$ cat config.mk
export PLATFORM = sky130hd
export DESIGN_NAME = exc_sequencer
export DESIGN_NICKNAME = d
export VERILOG_FILES = /design/src/rtl/exc_pkg.sv /design/src/rtl/exc_prio_enc.sv /design/src/rtl/exc_sequencer.sv
export SDC_FILE = /design/constraint.sdc
export NUM_CORES = 1
export LEC_CHECK = 0
export CORE_ASPECT_RATIO = 0.9
export CORE_MARGIN = 3
export CORE_UTILIZATION = 40
export CTS_CLUSTER_DIAMETER = 60
export DETAILED_ROUTE_END_ITERATION = 8
export PLACE_DENSITY = 0.88
export SYNTH_ARGS = -nofsm -noshare
export SYNTH_HDL_FRONTEND = slang
export SYNTH_SLANG_ARGS = --single-unit
$ cat constraint.sdc
create_clock -name clk -period 2.55 [get_ports clk]
set_input_delay 0.51 -clock clk [delete_from_list [all_inputs] [get_ports clk]]
set_output_delay 0.51 -clock clk [all_outputs]
set_load 0.005 [all_outputs]
$ cat src/rtl/exc_pkg.sv
// Shared types for the exception sequencer: exc_flags bit positions,
// CP0 Cause.ExcCode values, sequencer FSM states and BadVAddr source select.
package exc_pkg;

    localparam int FLG_ADEL_IF = 0;
    localparam int FLG_RI      = 1;
    localparam int FLG_OV      = 2;
    localparam int FLG_SYS     = 3;
    localparam int FLG_BP      = 4;
    localparam int FLG_ADEL_D  = 5;
    localparam int FLG_ADES    = 6;
    localparam int FLG_ERET    = 7;

    typedef enum logic [4:0] {
        EXC_INT  = 5'd0,
        EXC_ADEL = 5'd4,
        EXC_ADES = 5'd5,
        EXC_SYS  = 5'd8,
        EXC_BP   = 5'd9,
        EXC_RI   = 5'd10,
        EXC_OV   = 5'd12
    } exc_code_t;

    typedef enum logic [1:0] {
        IDLE     = 2'd0,
        DRAIN    = 2'd1,
        COMMIT   = 2'd2,
        REDIRECT = 2'd3
    } seq_state_t;

    typedef enum logic [1:0] {
        BADV_NONE = 2'd0,
        BADV_IF   = 2'd1,
        BADV_MEM  = 2'd2
    } badv_sel_t;

endpackage

$ cat src/rtl/exc_prio_enc.sv
// Fixed-priority encoder for M-stage exception/interrupt events.
// Order: Int, AdEL-fetch, RI, Ov, Sys, Bp, AdEL-data, AdES, ERET.
// ERET is only reported when no exception or interrupt is present.
module exc_prio_enc
    import exc_pkg::*;
(
    input  logic [7:0] i_flags,
    input  logic       i_int,
    output logic       o_hit,
    output logic       o_is_eret,
    output exc_code_t  o_code,
    output badv_sel_t  o_badv_sel
);

    // Pick the highest-priority source and its ExcCode / BadVAddr source.
    always_comb begin
        o_hit      = i_int | (|i_flags);
        o_is_eret  = 1'b0;
        o_code     = EXC_INT;
        o_badv_sel = BADV_NONE;
        if (i_int) begin
            o_code = EXC_INT;
        end else if (i_flags[FLG_ADEL_IF]) begin
            o_code     = EXC_ADEL;
            o_badv_sel = BADV_IF;
        end else if (i_flags[FLG_RI]) begin
            o_code = EXC_RI;
        end else if (i_flags[FLG_OV]) begin
            o_code = EXC_OV;
        end else if (i_flags[FLG_SYS]) begin
            o_code = EXC_SYS;
        end else if (i_flags[FLG_BP]) begin
            o_code = EXC_BP;
        end else if (i_flags[FLG_ADEL_D]) begin
            o_code     = EXC_ADEL;
            o_badv_sel = BADV_MEM;
        end else if (i_flags[FLG_ADES]) begin
            o_code     = EXC_ADES;
            o_badv_sel = BADV_MEM;
        end else if (i_flags[FLG_ERET]) begin
            o_is_eret = 1'b1;
        end
    end

endmodule

$ cat src/rtl/exc_sequencer.sv
// Exception sequencer in front of CP0: samples M-stage events in IDLE,
// drains an outstanding data-bus transaction (bounded by DRAIN_MAX),
// issues a one-cycle CP0 commit and holds a PC redirect until fetch accepts.
// All outputs are registered from the next state, so the strobes line up
// with the state they belong to.
// Optional: define EXC_SEQ_STATS_EN to enable the exc_count/eret_count
// counters; otherwise those ports are tied to zero.
module exc_sequencer
    import exc_pkg::*;
#(
    parameter logic [31:0] VEC_BASE  = 32'hbfc00380,
    parameter int unsigned DRAIN_MAX = 15
) (
    input  logic        clk,
    input  logic        resetn,
    input  logic        valid_m,
    input  logic [31:0] pc_m,
    input  logic        bd_m,
    input  logic [7:0]  exc_flags,
    input  logic [31:0] badv_if,
    input  logic [31:0] badv_mem,
    input  logic        int_pending,
    input  logic        mem_busy,
    input  logic [31:0] epc_in,
    output logic        exc_req,
    output logic        eret_req,
    output logic [4:0]  exc_code,
    output logic [31:0] exc_epc,
    output logic        exc_bd,
    output logic        badv_we,
    output logic [31:0] badv,
    output logic        stall_all,
    output logic        flush_all,
    output logic        redirect_valid,
    output logic [31:0] redirect_pc,
    input  logic        redirect_ready,
    output logic        drain_timeout,
    output logic [31:0] exc_count,
    output logic [15:0] eret_count
);

    localparam int CNT_W = $clog2(DRAIN_MAX + 1);
    localparam logic [CNT_W-1:0] CNT_MAX = CNT_W'(DRAIN_MAX);

    seq_state_t       r_state;
    seq_state_t       w_state_nxt;
    logic [CNT_W-1:0] r_cnt;
    logic             r_is_eret;
    logic             r_badv_vld;
    logic             w_hit;
    logic             w_enc_eret;
    exc_code_t        w_code;
    badv_sel_t        w_badv_sel;
    logic             w_event;
    logic             w_timeout;
    logic             w_eret_cur;
    logic             w_we_cur;

    exc_prio_enc u_enc (
        .i_flags    (exc_flags),
        .i_int      (int_pending),
        .o_hit      (w_hit),
        .o_is_eret  (w_enc_eret),
        .o_code     (w_code),
        .o_badv_sel (w_badv_sel)
    );

    assign w_event = valid_m & w_hit;
    // On the IDLE->COMMIT hop the capture registers are loaded in the same
    // edge, so take the kind of commit straight from the encoder there.
    assign w_eret_cur = (r_state == IDLE) ? w_enc_eret : r_is_eret;
    assign w_we_cur   = (r_state == IDLE) ? (w_badv_sel != BADV_NONE) : r_badv_vld;

    // State register.
    always_ff @(posedge clk or negedge resetn) begin
        if (!resetn) r_state <= IDLE;
        else         r_state <= w_state_nxt;
    end

    // Next-state logic; inputs other than mem_busy/redirect_ready only matter in IDLE.
    always_comb begin
        w_state_nxt = r_state;
        w_timeout   = 1'b0;
        case (r_state)
            IDLE: begin
                if (w_event) w_state_nxt = mem_busy ? DRAIN : COMMIT;
            end
            DRAIN: begin
                if (!mem_busy) begin
                    w_state_nxt = COMMIT;
                end else if (r_cnt == CNT_MAX) begin
                    w_state_nxt = COMMIT;
                    w_timeout   = 1'b1;
                end
            end
            COMMIT:   w_state_nxt = REDIRECT;
            REDIRECT: begin
                if (redirect_ready) w_state_nxt = IDLE;
            end
            default:  w_state_nxt = IDLE;
        endcase
    end

    // Drain counter: holds the number of DRAIN cycles elapsed including the current one.
    always_ff @(posedge clk or negedge resetn) begin
        if (!resetn) begin
            r_cnt <= '0;
        end else if (r_state == IDLE) begin
            r_cnt <= CNT_W'(1);
        end else if (r_state == DRAIN) begin
            r_cnt <= r_cnt + CNT_W'(1);
        end
    end

    // Capture the winning event's CP0 fields when it is accepted in IDLE.
    always_ff @(posedge clk or negedge resetn) begin
        if (!resetn) begin
            exc_code   <= '0;
            exc_epc    <= '0;
            exc_bd     <= 1'b0;
            badv       <= '0;
            r_is_eret  <= 1'b0;
            r_badv_vld <= 1'b0;
        end else if (r_state == IDLE && w_event) begin
            exc_code   <= w_code;
            exc_epc    <= bd_m ? (pc_m - 32'd4) : pc_m;
            exc_bd     <= bd_m;
            badv       <= (w_badv_sel == BADV_IF)  ? badv_if  :
                          (w_badv_sel == BADV_MEM) ? badv_mem : 32'd0;
            r_is_eret  <= w_enc_eret;
            r_badv_vld <= (w_badv_sel != BADV_NONE);
        end
    end

    // Strobes, stall/flush, redirect and the sticky timeout flag.
    always_ff @(posedge clk or negedge resetn) begin
        if (!resetn) begin
            exc_req        <= 1'b0;
            eret_req       <= 1'b0;
            badv_we        <= 1'b0;
            stall_all      <= 1'b0;
            flush_all      <= 1'b0;
            redirect_valid <= 1'b0;
            redirect_pc    <= '0;
            drain_timeout  <= 1'b0;
        end else begin
            exc_req        <= (w_state_nxt == COMMIT) & ~w_eret_cur;
            eret_req       <= (w_state_nxt == COMMIT) &  w_eret_cur;
            badv_we        <= (w_state_nxt == COMMIT) & ~w_eret_cur & w_we_cur;
            stall_all      <= (w_state_nxt == DRAIN);
            flush_all      <= (w_state_nxt == COMMIT) | (w_state_nxt == REDIRECT);
            redirect_valid <= (w_state_nxt == REDIRECT);
            drain_timeout  <= drain_timeout | w_timeout;
            if (r_state == COMMIT) redirect_pc <= r_is_eret ? epc_in : VEC_BASE;
        end
    end

`ifdef EXC_SEQ_STATS_EN
    logic [31:0] r_exc_count;
    logic [15:0] r_eret_count;

    // Commit counters, wrapping.
    always_ff @(posedge clk or negedge resetn) begin
        if (!resetn) begin
            r_exc_count  <= '0;
            r_eret_count <= '0;
        end else begin
            if (exc_req)  r_exc_count  <= r_exc_count + 32'd1;
            if (eret_req) r_eret_count <= r_eret_count + 16'd1;
        end
    end

    assign exc_count  = r_exc_count;
    assign eret_count = r_eret_count;
`else
    assign exc_count  = 32'd0;
    assign eret_count = 16'd0;
`endif

endmodule

Word-level counts from Yosys, hierarchy flattened --
Index checks and enable logic that the tools add are counted.
Word-level totals: register bits 117, input port bits 143, logic and storage cells 82, output and inout port bits 157
Cells by class: bitwise logic cells 8, $add $sub $neg 2, reduce and logical (&&, ||, !) cells 5, muxes and demuxes 42, equality and inequality tests 9
Operators by type and width (count):
- 32-bit 2-to-1 mux | 4
- 5-bit 2-to-1 mux | 7
- 32-bit by 3-bit subtractor with 32-bit output, second input constant | 1
- 2-bit 2-to-1 mux | 13
- 1-bit 2-to-1 mux | 14
- 2-bit equality test, second input constant | 5
- 4-bit 2-to-1 mux | 2
- 2-bit case mux with 4 select lines | 1
- 8-bit OR reduction | 1
- 2-bit by 1-bit equality test with 1-bit output, second input constant | 3
- 4-bit by 1-bit adder with 4-bit output, second input constant | 1
- 1-bit AND | 4
- 4-bit equality test, second input constant | 1
- 2-bit nonzero test | 2
- 3-bit 2-to-1 mux | 1
- 1-bit bitwise OR | 3
- 2-bit logical NOT | 1
- 1-bit logical AND | 1
- 1-bit inverter | 1

Depth between registers and ports, before layout --
Gate-level depths: netlist of the first run.
depth after elaboration 13, gate-level depth with buffers 7, depth with buffers taken out 6

Hierarchy --
From an unflattened synthesis of the first run, not the netlist that was laid out.
Second synthesis, totals: cells, all modules 620, area total of the unflattened synthesis 5698.0 sq um
By module, submodules not included:
- exc_sequencer | area each 5585.4 sq um, instances 1, seq. area each 2927.8 sq um, cells an instance 600
- exc_prio_enc | area each 112.6 sq um, instances 1, seq. area each 0.0 sq um, cells an instance 20

Worst setup path after synthesis of the first run --
Ideal clock, no wire load.
path type in2reg, from input port pc_m[18], to register exc_epc[23], buffers on the path 1, setup slack 0.351 ns, required time 2.468 ns, setup time 0.082 ns, arrival time 2.118 ns, stages 5, cells stage by stage or4_1 -> buf_2 -> or4_1 -> or4_1 -> a31oi_1
On the way: word-level cells in the longest chain between the ends 2
Ends and longest elaborated chain:
- from (decl) | line exc_sequencer.sv:17 | input logic [31:0] pc_m,
- 32-bit by 3-bit subtractor with 32-bit output | line exc_sequencer.sv:126 | exc_epc <= bd_m ? (pc_m - 32'd4) : pc_m;
- 32-bit 2-to-1 mux | line exc_sequencer.sv:126
- to (signal assigned) | line exc_sequencer.sv:126
- to (decl) | line exc_sequencer.sv:28 | output logic [31:0] exc_epc,
Every way passes these cells. A chain may end at the register's enable or synchronous reset.

Final worst setup path of the first run --
Ends and elaborated chain as after synthesis.

==> results of run 1 <==
==> synth_stat cells, drive strengths merged, types with 5 or more instances <==
master	n
dfrtp	116
nand2	97
nor2	93
buf	62
o21ai	58
a221oi	32
clkbuf	25
nor2b	16
a31oi	14
a21oi	12
nor4	12
or4	12
o31ai	10
nand3	9
nand4	9
nor3	8
o41ai	8
xor2	8
inv	7
xnor2	5
==> sequential cells by signal, indices dropped and copies added, names as in the netlist <==
register / count
redirect_pc: 32
badv_we: 1
eret_req: 1
redirect_valid: 1
exc_req: 1
drain_timeout: 1
exc_bd: 1
stall_all: 1
exc_epc: 32
exc_code: 4
flush_all: 1
r_badv_vld: 1
r_cnt: 4
r_state: 2
badv: 32
r_is_eret: 1
==> per-layer routing <==
| layer | GRT usage, % | part of all wire (%) |
|---|---|---|
| met4 | 9.416 | 2.7 |
| met2 | 38.64 | 49 |
| met5 | 0 | 0 |
| met1 | 27.25 | 41 |
| met3 | 6.790 | 7.1 |
==> power by group through the flow <==
stage,sequential [mW],clock (mW),combinational (mW)
floorplan,3.21,0,1.48
detailed placement,3.23,0,3.86
finish,3.21,2.30,3.84
global route,3.33,2.43,4.21
CTS,3.21,2.35,3.89
global placement,3.19,0,3.73
==> logic make-up (layout without fill, tap and decap cells) <==
group | count (synthesis) | after routing | share of synthesized area [%]
fa+ha+maj | 2 | 2 | 0.4320
buf+inv | 94 | 340 | 9.397
xor+xnor | 13 | 13 | 1.966
other cells | 1 | 49 | 0.06475
flops | 116 | 116 | 50.12
compound gates | 142 | 142 | 15.99
simple gates | 271 | 271 | 21.84
mux | 1 | 1 | 0.1944
==> cell type report <==
class                      count  area [µm²]  area share (%)
clock inverter                12       132.6           1.431
timing repair buffer         303        2960           31.93
inverter                       7       26.28          0.2834
sequential                   116        2903           31.31
clock buffer                  18       439.2           4.737
multi-input combinational    478        2567           27.70
tap                          193       241.5           2.605
==> final timing paths <==
path / startpoint / end / slack, ns / depth (start not counted)
worst max-delay path: pc_m[18] / exc_epc[23] / 0.29 / 5
worst min-delay path: resetn / exc_epc[10] / 0.07 / 1
worst max register to register: r_state[1] / r_badv_vld / 0.55 / 5
worst min register to register: exc_code[2] / exc_code[2] / 0.47 / 2
max in group asynchronous: resetn / exc_epc[7] / 1.70 / 2
min in group clk: exc_code[2] / exc_code[2] / 0.47 / 2
==> metrics.md, run 1 <==
| Metric | Value |
|---|---|
| Gpl congestion | `0.9172` |
| Fin Clk Skew | `around 0.0076 ns` |
| Leakage power total | `3.867 nW` |
| Final setup violating endpoints | `0` |
| Placed cell count | `1097` |
| Clock Latency Late Sink | `0.41 ns` |
| Max-slew headroom at the worst pin | `between 60% and 70%` |
| Number of nets at the end of the flow | `between 1000 and 1500` |
| Worst Path Class, Setup | `input port to register` |
| Number of synthesized register bits | `116` |
| Proportion of netlist area held by the largest area contributor | `50.12%` |
| Drt via density | `a little over 5` |
| Clock-pin slew of the registers on the worst-case setup and hold paths | `roughly 0.060 ns` |
| Cells after Synth | `640` |
| Share of the clock period used by the worst path after layout | `a little under 90%` |
| Final std cells w/o fill | `1127` |
| Area of all placed cells without fillers | `0.009270 mm²` |
| Leading register cell type out of synthesis | `sky130_fd_sc_hd__dfrtp_1` |
| Cells along the critical path | `clkdlybuf4s50_1, or4_1, or4_1, or4_1, a31oi_1` |
| Core ar. | `0.01411 mm²` |
| Synth warnings | `0` |
| Area leader, netlist | `sky130_fd_sc_hd__dfrtp_1` |
| Post-Place Setup Slack | `-0.1473 ns` |
| Drc violations | `0` |
| Overall global routing resource usage | `22.85%` |
| Sequential Power Share | `34.3%` |
| Final Power | `9.349 mW` |
| Smallest setup slack after layout | `0.2902 ns` |
| Number of global-route vias before repair | `5573` |
| Run status | `finished clean` |
| Overflow left after global routing | `0` |
| Most frequent cell on the critical path | `sky130_fd_sc_hd__or4_1` |
| Final worst path period need | `2.260 ns` |
| Pre-Repair DR Iteration Count | `5` |
| Arrival time reported for the critical path endpoint | `2.59 ns` |
| Num rows | `41` |
| Minimum hold slack | `0.06818 ns` |
| Maximum clock rate | `442.5 MHz` |
| Switching part of the total power | `32.28%` |
| Number of buffer cells added on primary ports | `between 200 and 300` |
| Area after detailed placement | `0.008698 mm²` |
| Worst voltage drop across the vdd grid | `0.0005533 V` |
| Initial core utilization | `approximately 41%` |
| IO Pins | `300` |
| Endpoint class of the critical path | `register` |
| Setup bufs post-CTS | `0` |
| Most common cell after layout, fill and taps aside | `sky130_fd_sc_hd__clkdlybuf4s50_1` |
| Fraction of the yosys area taken by sequential cells | `50.12%` |
| Area of the mapped netlist | `a little under 0.006 mm²` |
| Horiz. Die Dim | `around 130 µm` |
| Fraction of final layout cells with drive strength greater than 1 | `around 10%` |
| H-tree lvl count | `4` |
| Combinational share of power | `~41%` |
| TritonCTS sink count | `116` |
| RSZ-0062 raised after global routing | `no` |
| CP startpoint kind | `input port` |
| Final slew viol count | `0` |
| TritonCTS Buffers | `17` |
| Top library cells by usage in the layout, fill and taps aside | `sky130_fd_sc_hd__clkdlybuf4s50_1 (249), sky130_fd_sc_hd__dfrtp_1 (116), sky130_fd_sc_hd__nand2_1 (97)` |
| Pint | `about 6.3 mW` |
| Async set or reset register ratio after synthesis | `100.0%` |
| TritonCTS clock tree | `yes` |
| Switching power of the nets | `roughly 3.0 mW` |
| Height of the chip | `120.2 µm` |
| Family with the most delay on the worst path | `simple AND/OR/NAND/NOR gates` |
| Required @ worst endpoint | `2.88 ns` |
| Synthesized area per cell | `slightly above 9 µm²` |
| Layout area overhead | `60.06%` |
| Wire length of the first global-routing pass | `28830 µm` |
| Maximum fanout along the worst path | `4` |
| Synth top area cells | `sky130_fd_sc_hd__dfrtp_1 (50%), sky130_fd_sc_hd__buf_4 (6.4%), sky130_fd_sc_hd__nand2_1 (6.3%)` |
| Library cell used as clock root buffer | `sky130_fd_sc_hd__clkbuf_16` |
| Post-synth EDFFs | `0` |
| Number of buffers between clock root and the deepest sink | `2` |
| Vias | `5678` |
| CTS hold repair buffers | `0` |
| Final TNS setup | `0 ns` |
| Max_cap viols | `0` |
| Detailed-route wire length | `between 15000 and 20000 µm` |
| Areal power density over the cells | `1008 mW/mm²` |
| Critical path buffers and inverters | `1` |
| Gates resized, CTS repair | `0` |
| Largest stage delay on the critical path | `approximately 0.64 ns` |
| Final design utilization | `65.71%` |
| Starting DRT DRC Count | `350` |
| Area of the die | `0.01596 mm²` |
| Count of different cell masters after synthesis | `42` |
| Antenna violations before repair | `0` |
| Type of the tightest min-delay check | `input port to asynchronous set/reset pin` |
| DP Wirelength | `13950 µm` |
| Post-DR wirelength/cell | `16.47 µm` |
| Cell with the biggest individual delay on the critical path | `sky130_fd_sc_hd__or4_1` |
| Pin count of the biggest net entering global routing | `65` |
| Ant diodes | `0` |
| Number of hold violations in the final report | `0` |
| Clk pwr share | `between 20% and 30%` |
| Number of filler cells placed in the layout | `1138` |
| Number of nets with antenna violations after detailed routing | `0` |
| Measured slew at the worst slew-check pin | `0.5323 ns` |
Power figures use the tool's default switching activity.
==> run 2, diff against run 1 <==
--- a/config.mk
+++ b/config.mk
@@ -5,9 +5,10 @@
 export SDC_FILE = /design/constraint.sdc
 export NUM_CORES = 1
 export LEC_CHECK = 0
+export ABC_AREA = 1
 export CORE_ASPECT_RATIO = 0.9
 export CORE_MARGIN = 3
-export CORE_UTILIZATION = 40
+export CORE_UTILIZATION = 41
 export CTS_CLUSTER_DIAMETER = 60
 export DETAILED_ROUTE_END_ITERATION = 8
 export PLACE_DENSITY = 0.88
==> metrics.md, run 2 <==
| Metric | Value |
|---|---|
| RSZ-0062 raised after global routing | `no` |
| Drc violations | `0` |
| Maximum fanout along the worst path | `51` |
| Clk pwr share | `29.3%` |
| Required @ worst endpoint | `2.81 ns` |
| Maximum clock rate | `between 500 and 600 MHz` |
| Setup bufs post-CTS | `0` |
| Areal power density over the cells | `893.8 mW/mm²` |
| Proportion of netlist area held by the largest area contributor | `46.85%` |
| TritonCTS Buffers | `17` |
| Final worst path period need | `about 2 ns` |
| Initial core utilization | `42.98%` |
| Height of the chip | `122.6 µm` |
| Gpl congestion | `between 0.9 and 1` |
| Post-synthesis simple-gate area fraction | `29.00%` |
| Area of the die | `0.01662 mm²` |
| Smallest setup slack after layout | `around 0.57 ns` |
| Worst Path Class, Setup | `input port to register` |
| Synth top area cells | `sky130_fd_sc_hd__dfrtp_1 (47%), sky130_fd_sc_hd__nand3_1 (10%), sky130_fd_sc_hd__nand2_1 (8.7%)` |
| Pin count of the biggest net entering global routing | `92` |
| Most numerous cell types in the synthesized netlist | `sky130_fd_sc_hd__nand2_1 (144), sky130_fd_sc_hd__nand3_1 (124), sky130_fd_sc_hd__dfrtp_1 (116), sky130_fd_sc_hd__nor2_1 (109), sky130_fd_sc_hd__buf_4 (55)` |
| Number of global-route vias before repair | `5701` |
| Multiplexer share of the synthesized area | `0%` |
| Arithmetic-cell share of the synthesized area counting full adders, half adders and majority gates | `less than 1%` |
| Overall global routing resource usage | `22.45%` |
| Endpoint class of the critical path | `register` |
| Most common cell after layout, fill and taps aside | `sky130_fd_sc_hd__clkdlybuf4s50_1` |
| Number of filler cells placed in the layout | `1198` |
| Share of the clock period used by the worst path after layout | `77.56%` |
| Ant diodes | `0` |
| Combinational share of power | `a little over a third` |
| Area leader, netlist | `sky130_fd_sc_hd__dfrtp_1` |
| Fraction of final layout cells with drive strength greater than 1 | `6.274%` |
| Area of the mapped netlist | `0.006196 mm²` |
| CP startpoint kind | `input port` |
| Post-Place Setup Slack | `0.2128 ns` |
| TritonCTS sink count | `116` |
| Final std cells w/o fill | `about 1200` |
| TritonCTS clock tree | `yes` |
| Worst voltage drop across the vdd grid | `0.0005632 V` |
| Combinational family with the most area after synthesis | `simple AND/OR/NAND/NOR gates` |
| Max_cap viols | `0` |
| Final design utilization | `64.09%` |
| CTS hold repair buffers | `0` |
| Switching power of the nets | `between 2 and 3 mW` |
| Horiz. Die Dim | `135.6 µm` |
| Minimum hold slack | `roughly 0.11 ns` |
| Final TNS setup | `0 ns` |
| IO Pins | `300` |
| Antenna violations before repair | `0` |
| Vias | `6187` |
| Number of hold violations in the final report | `0` |
| H-tree lvl count | `4` |
| Number of synthesized register bits | `~120` |
| Number of buffers between clock root and the deepest sink | `2` |
| Leakage power total | `around 4.1 nW` |
| Arrival time reported for the critical path endpoint | `2.24 ns` |
| Registers with the most flip-flops | `badv (32), exc_epc (32), redirect_pc (32)` |
| Max-slew headroom at the worst pin | `a little under half` |
| Cells after Synth | `about 790` |
| Library cell used as clock root buffer | `sky130_fd_sc_hd__clkbuf_16` |
| Number of nets at the end of the flow | `1169` |
| Gates resized, CTS repair | `0` |
| Num rows | `41` |
| Drt via density | `around 5` |
| Most common cell in the synthesized netlist | `sky130_fd_sc_hd__nand2_1` |
| Detailed-route wire length | `approximately 19000 µm` |
| Switching part of the total power | `31.37%` |
| Starting DRT DRC Count | `roughly 460` |
| Post-synthesis compound-gate area fraction | `9.592%` |
| Placed cell count | `1198` |
| Type of the tightest min-delay check | `input port to asynchronous set/reset pin` |
| Fin Clk Skew | `0.008399 ns` |
| Number of nets with antenna violations after detailed routing | `0` |
| DP Wirelength | `~14000 µm` |
| Synth warnings | `0` |
| Leading register cell type out of synthesis | `sky130_fd_sc_hd__dfrtp_1` |
| Overflow left after global routing | `0` |
| Run status | `finished clean` |
| Clock Latency Late Sink | `about 0.41 ns` |
| Async set or reset register ratio after synthesis | `100.0%` |
| Wire length of the first global-routing pass | `29410 µm` |
| Number of buffer cells added on primary ports | `250` |
| Post-DR wirelength/cell | `15.46 µm` |
| Final setup violating endpoints | `0` |
| Pre-Repair DR Iteration Count | `4` |
| Synthesized area per cell | `7.893 µm²` |
| Sequential Power Share | `34.2%` |
| Count of different cell masters after synthesis | `34` |
| Pint | `around 5.7 mW` |
| Layout area overhead | `49.11%` |
| Measured slew at the worst slew-check pin | `0.7937 ns` |
| Post-synth EDFFs | `0` |
| Top library cells by usage in the layout, fill and taps aside | `sky130_fd_sc_hd__clkdlybuf4s50_1 (249), sky130_fd_sc_hd__nand2_1 (144), sky130_fd_sc_hd__nand3_1 (124)` |
| Fraction of the yosys area taken by sequential cells | `46.85%` |
| Core ar. | `0.01442 mm²` |
| Final slew viol count | `0` |
| Xor-xnor portion of the synthesized cell area | `roughly 1.3%` |
| Clock-pin slew of the registers on the worst-case setup and hold paths | `0.05 ns` |
## run 2: cells by family after synthesis
kind of cell             after synthesis
XOR/XNOR                               9
AO/OA/AOI/OAI                        106
adder cells (fa/ha/maj)                2
buffers and inverters                144
AND/OR/NAND/NOR                      407
other                                  1
flip-flops                           116
## run 2: through the flow
step	total power, mW	area [µm²]
global placement	5.797	8638
detailed placement	5.872	8638
CTS	8.345	9239
floorplan	4.153	6376
finish	8.258	9239
global route	8.789	9239
## run 2: power groups by stage
| stage | logic (mW) | registers (mW) | clock network [mW] |
|---|---|---|---|
| after detailed placement | 3.03 | 2.84 | 0 |
| final | 3.01 | 2.83 | 2.42 |
| after CTS | 3.05 | 2.83 | 2.47 |
| after floorplan | 1.31 | 2.84 | 0 |
| after global placement | 2.96 | 2.83 | 0 |
| after global routing | 3.33 | 2.90 | 2.57 |
## run 2: final timing paths
path	from	end	slack, ns	cells past startpoint
worst max-delay path	exc_flags[4]	exc_epc[8]	0.57	7
worst min-delay path	resetn	redirect_pc[31]	0.11	1
worst max register to register	r_is_eret	badv_we	0.76	5
worst min register to register	exc_epc[25]	exc_epc[25]	0.48	2
max in group asynchronous	resetn	badv[22]	1.64	2
min in group clk	exc_epc[25]	exc_epc[25]	0.48	2
## run 2: area by class of cell
cell class,count,area [µm²],share of cell area (%)
flip-flops and latches,116,2903,31.42
multi-input cells,573,2679,29.00
repair buffers,260,2600,28.14
clock buffers,21,470.5,5.092
well taps,193,241.5,2.614
inverters,56,215.2,2.329
clock inverters,10,130.1,1.408
## run 2: critical path: stages
cell,delay [ns]
sky130_fd_sc_hd__clkdlybuf4s50_1,0.47
sky130_fd_sc_hd__or2_1,0.26
sky130_fd_sc_hd__nor2_1,0.13
sky130_fd_sc_hd__nand2_2,0.11
sky130_fd_sc_hd__nand2_4,0.09
sky130_fd_sc_hd__buf_4,0.43
sky130_fd_sc_hd__o21ai_0,0.19
## run 2: metal layers
layer  track usage, %  vias up  part of all wire, %
met4            7.494        0                  1.7
met2            37.13      284                   49
met3            7.541       33                  9.1
met1            27.75     2901                   40
li1                 -     2969                    -
met5                0        -                    0
==> run 3, diff against run 2 <==
==> constraint.sdc (replaced) <==
create_clock -name clk -period 1.85 [get_ports clk]
set_input_delay 0.37 -clock clk [delete_from_list [all_inputs] [get_ports clk]]
set_output_delay 0.37 -clock clk [all_outputs]
set_load 0.005 [all_outputs]
==> metrics.md, run 3 (synthesis gave the netlist of run 2 again) <==
| Metric | Value |
|---|---|
| Number of hold violations in the final report | `0` |
| Number of global-route vias before repair | `about 6100` |
| CP startpoint kind | `register` |
| Setup bufs post-CTS | `0` |
| Start of the worst register-to-register path | `r_state[1]` |
| Vias | `~6400` |
| Combinational share of power | `between 30% and 40%` |
| Minimum hold slack | `between 0.3 and 0.4 ns` |
| Height of the chip | `122.6 µm` |
| Starting DRT DRC Count | `587` |
| Antenna violations before repair | `0` |
| Drc violations | `0` |
| Type of the tightest min-delay check | `input port to asynchronous set/reset pin` |
| Number of nets at the end of the flow | `between 1000 and 1500` |
| Worst reg-to-reg setup slack | `0.23 ns` |
| Reg-to-reg critical path endpoint | `badv[9]` |
| Worst voltage drop across the vdd grid | `0.0007300 V` |
| Number of nets with antenna violations after detailed routing | `0` |
| Switching power of the nets | `3.644 mW` |
| Layout area overhead | `56.54%` |
| TritonCTS clock tree | `yes` |
| Final Power | `between 10 and 15 mW` |
| RSZ-0062 raised after global routing | `no` |
| H-tree lvl count | `4` |
| Overflow left after global routing | `0` |
| Drt via density | `5.021` |
| Endpoint class of the critical path | `output port` |
| Core ar. | `0.01442 mm²` |
| IO Pins | `300` |
| Arrival time reported for the critical path endpoint | `1.37 ns` |
| Family with the most delay on the worst path | `buffers and inverters` |
| Pint | `roughly 8.1 mW` |
| Most common cell after layout, fill and taps aside | `sky130_fd_sc_hd__clkdlybuf4s50_1` |
| TritonCTS sink count | `116` |
| Largest stage delay on the critical path | `0.55 ns` |
| Switching part of the total power | `31.15%` |
| Clock-pin slew of the registers on the worst-case setup and hold paths | `approximately 0.060 ns` |
| Crit path to | `exc_epc[9]` |
| Fin Clk Skew | `0.004754 ns` |
| Launching instance or port of the critical path | `exc_epc[9]` |
| Number of buffers between clock root and the deepest sink | `2` |
| Max_cap viols | `0` |
| Overall global routing resource usage | `23.47%` |
| Clock Latency Late Sink | `approximately 0.41 ns` |
| Detailed-route wire length | `approximately 20000 µm` |
| Maximum fanout along the worst path | `2` |
| Number of buffer cells added on primary ports | `250` |
| Library cell used as clock root buffer | `sky130_fd_sc_hd__clkbuf_16` |
| Final worst path period need | `1.738 ns` |
| Final setup violating endpoints | `0` |
| Count of cell instances traversed by the critical path | `1` |
| Num rows | `41` |
| Share of the clock period used by the worst path after layout | `93.96%` |
| Pre-Repair DR Iteration Count | `6` |
| Cells along the critical path | `clkdlybuf4s50_1` |
| Horiz. Die Dim | `approximately 140 µm` |
| Required @ worst endpoint | `1.48 ns` |
| Worst Path Class, Setup | `register to output port` |
| Gpl congestion | `0.9479` |
| DP Wirelength | `14940 µm` |
| Critical path buffers and inverters | `1` |
| Top library cells by usage in the layout, fill and taps aside | `sky130_fd_sc_hd__clkdlybuf4s50_1 (249), sky130_fd_sc_hd__nand2_1 (144), sky130_fd_sc_hd__nand3_1 (124)` |
| Count of cells along the worst register-to-register path | `7` |
| Number of filler cells placed in the layout | `1119` |
| Post-DR wirelength/cell | `between 15 and 20 µm` |
| Registers with the most flip-flops | `badv (32), exc_epc (32), redirect_pc (32)` |
| Areal power density over the cells | `1206 mW/mm²` |
| TritonCTS Buffers | `17` |
| Wire length of the first global-routing pass | `30840 µm` |
| Fraction of final layout cells with drive strength greater than 1 | `a little over a tenth` |
| Maximum clock rate | `575.3 MHz` |
| Sequential Power Share | `33.4%` |
| Final slew viol count | `0` |
| Pin count of the biggest net entering global routing | `a little over 90` |
| Cell with the biggest individual delay on the critical path | `sky130_fd_sc_hd__clkdlybuf4s50_1` |
| Initial core utilization | `42.98%` |
| Run status | `finished clean` |
| Clk pwr share | `approximately 30%` |
| Leakage power total | `between 4 and 5 nW` |
| Area of the die | `0.01662 mm²` |
| Ant diodes | `0` |
run 3: changes by cell type in the layout (fill, tap and decap cells not counted), sizes merged:
cell / before / now
buf: 11 / 62
bufinv: 3 / 4
clkinv: 6 / 5
dlygate4sd3: 0 / 1
run 3: stage by stage:
step,util [%],TNS (ns),instances,setup slack [ns],cell area (µm²)
3_5_place_dp,62.93,-12.77,1249,-0.2565,9071
6_report,67.29,0,1281,0.1117,9699
4_1_cts,67.27,0,1281,0.08426,9697
2_1_floorplan,-,0,833,0.4228,6376
5_1_grt,67.29,0,1281,0.03960,9699
3_3_place_gp,62.93,-9.882,1249,-0.2156,9071
run 3: final cells by class:
cell class | count | area [µm²] | area share [%]
repair buffers | 312 | 3043 | 31.37
flip-flops and latches | 116 | 2903 | 29.93
multi-input cells | 573 | 2679 | 27.62
clock buffers | 21 | 460.4 | 4.747
well taps | 193 | 241.5 | 2.490
inverters | 56 | 217.7 | 2.245
clock inverters | 10 | 155.1 | 1.600
run 3: worst min-delay path by stage:
| stage | from | to | slack [ns] |
|---|---|---|---|
| CTS | resetn | redirect_pc[31] | 0.38 |
| global placement | resetn | redirect_pc[23] | 0.27 |
| global route | resetn | badv[11] | 0.40 |
| finish | resetn | badv[3] | 0.39 |
| detailed placement | resetn | redirect_pc[31] | 0.27 |
| floorplan | resetn | badv[0] | 0.07 |
run 3: repair_timing:
action / in CTS / in global routing
hold buffers: 1 / 0
gates resized for setup: 0 / 1
setup endpoints to repair: 0 / 3
hold endpoints to repair: 16 / 0
run 3: power groups by stage:
stage | clock, mW | combinational [mW] | sequential (mW)
after floorplan | 0 | 1.80 | 3.92
after global placement | 0 | 4.24 | 3.91
after detailed placement | 0 | 4.34 | 3.93
after CTS | 3.51 | 4.38 | 3.91
after global routing | 3.61 | 4.74 | 4.02
final | 3.45 | 4.34 | 3.91
run 3: layer usage:
metal / wire (µm) / GRT usage, %
met1: 7962 / 28.57
met2: 10160 / 40.36
met3: 1684 / 6.475
met4: 393 / 7.935
met5: 0 / 0
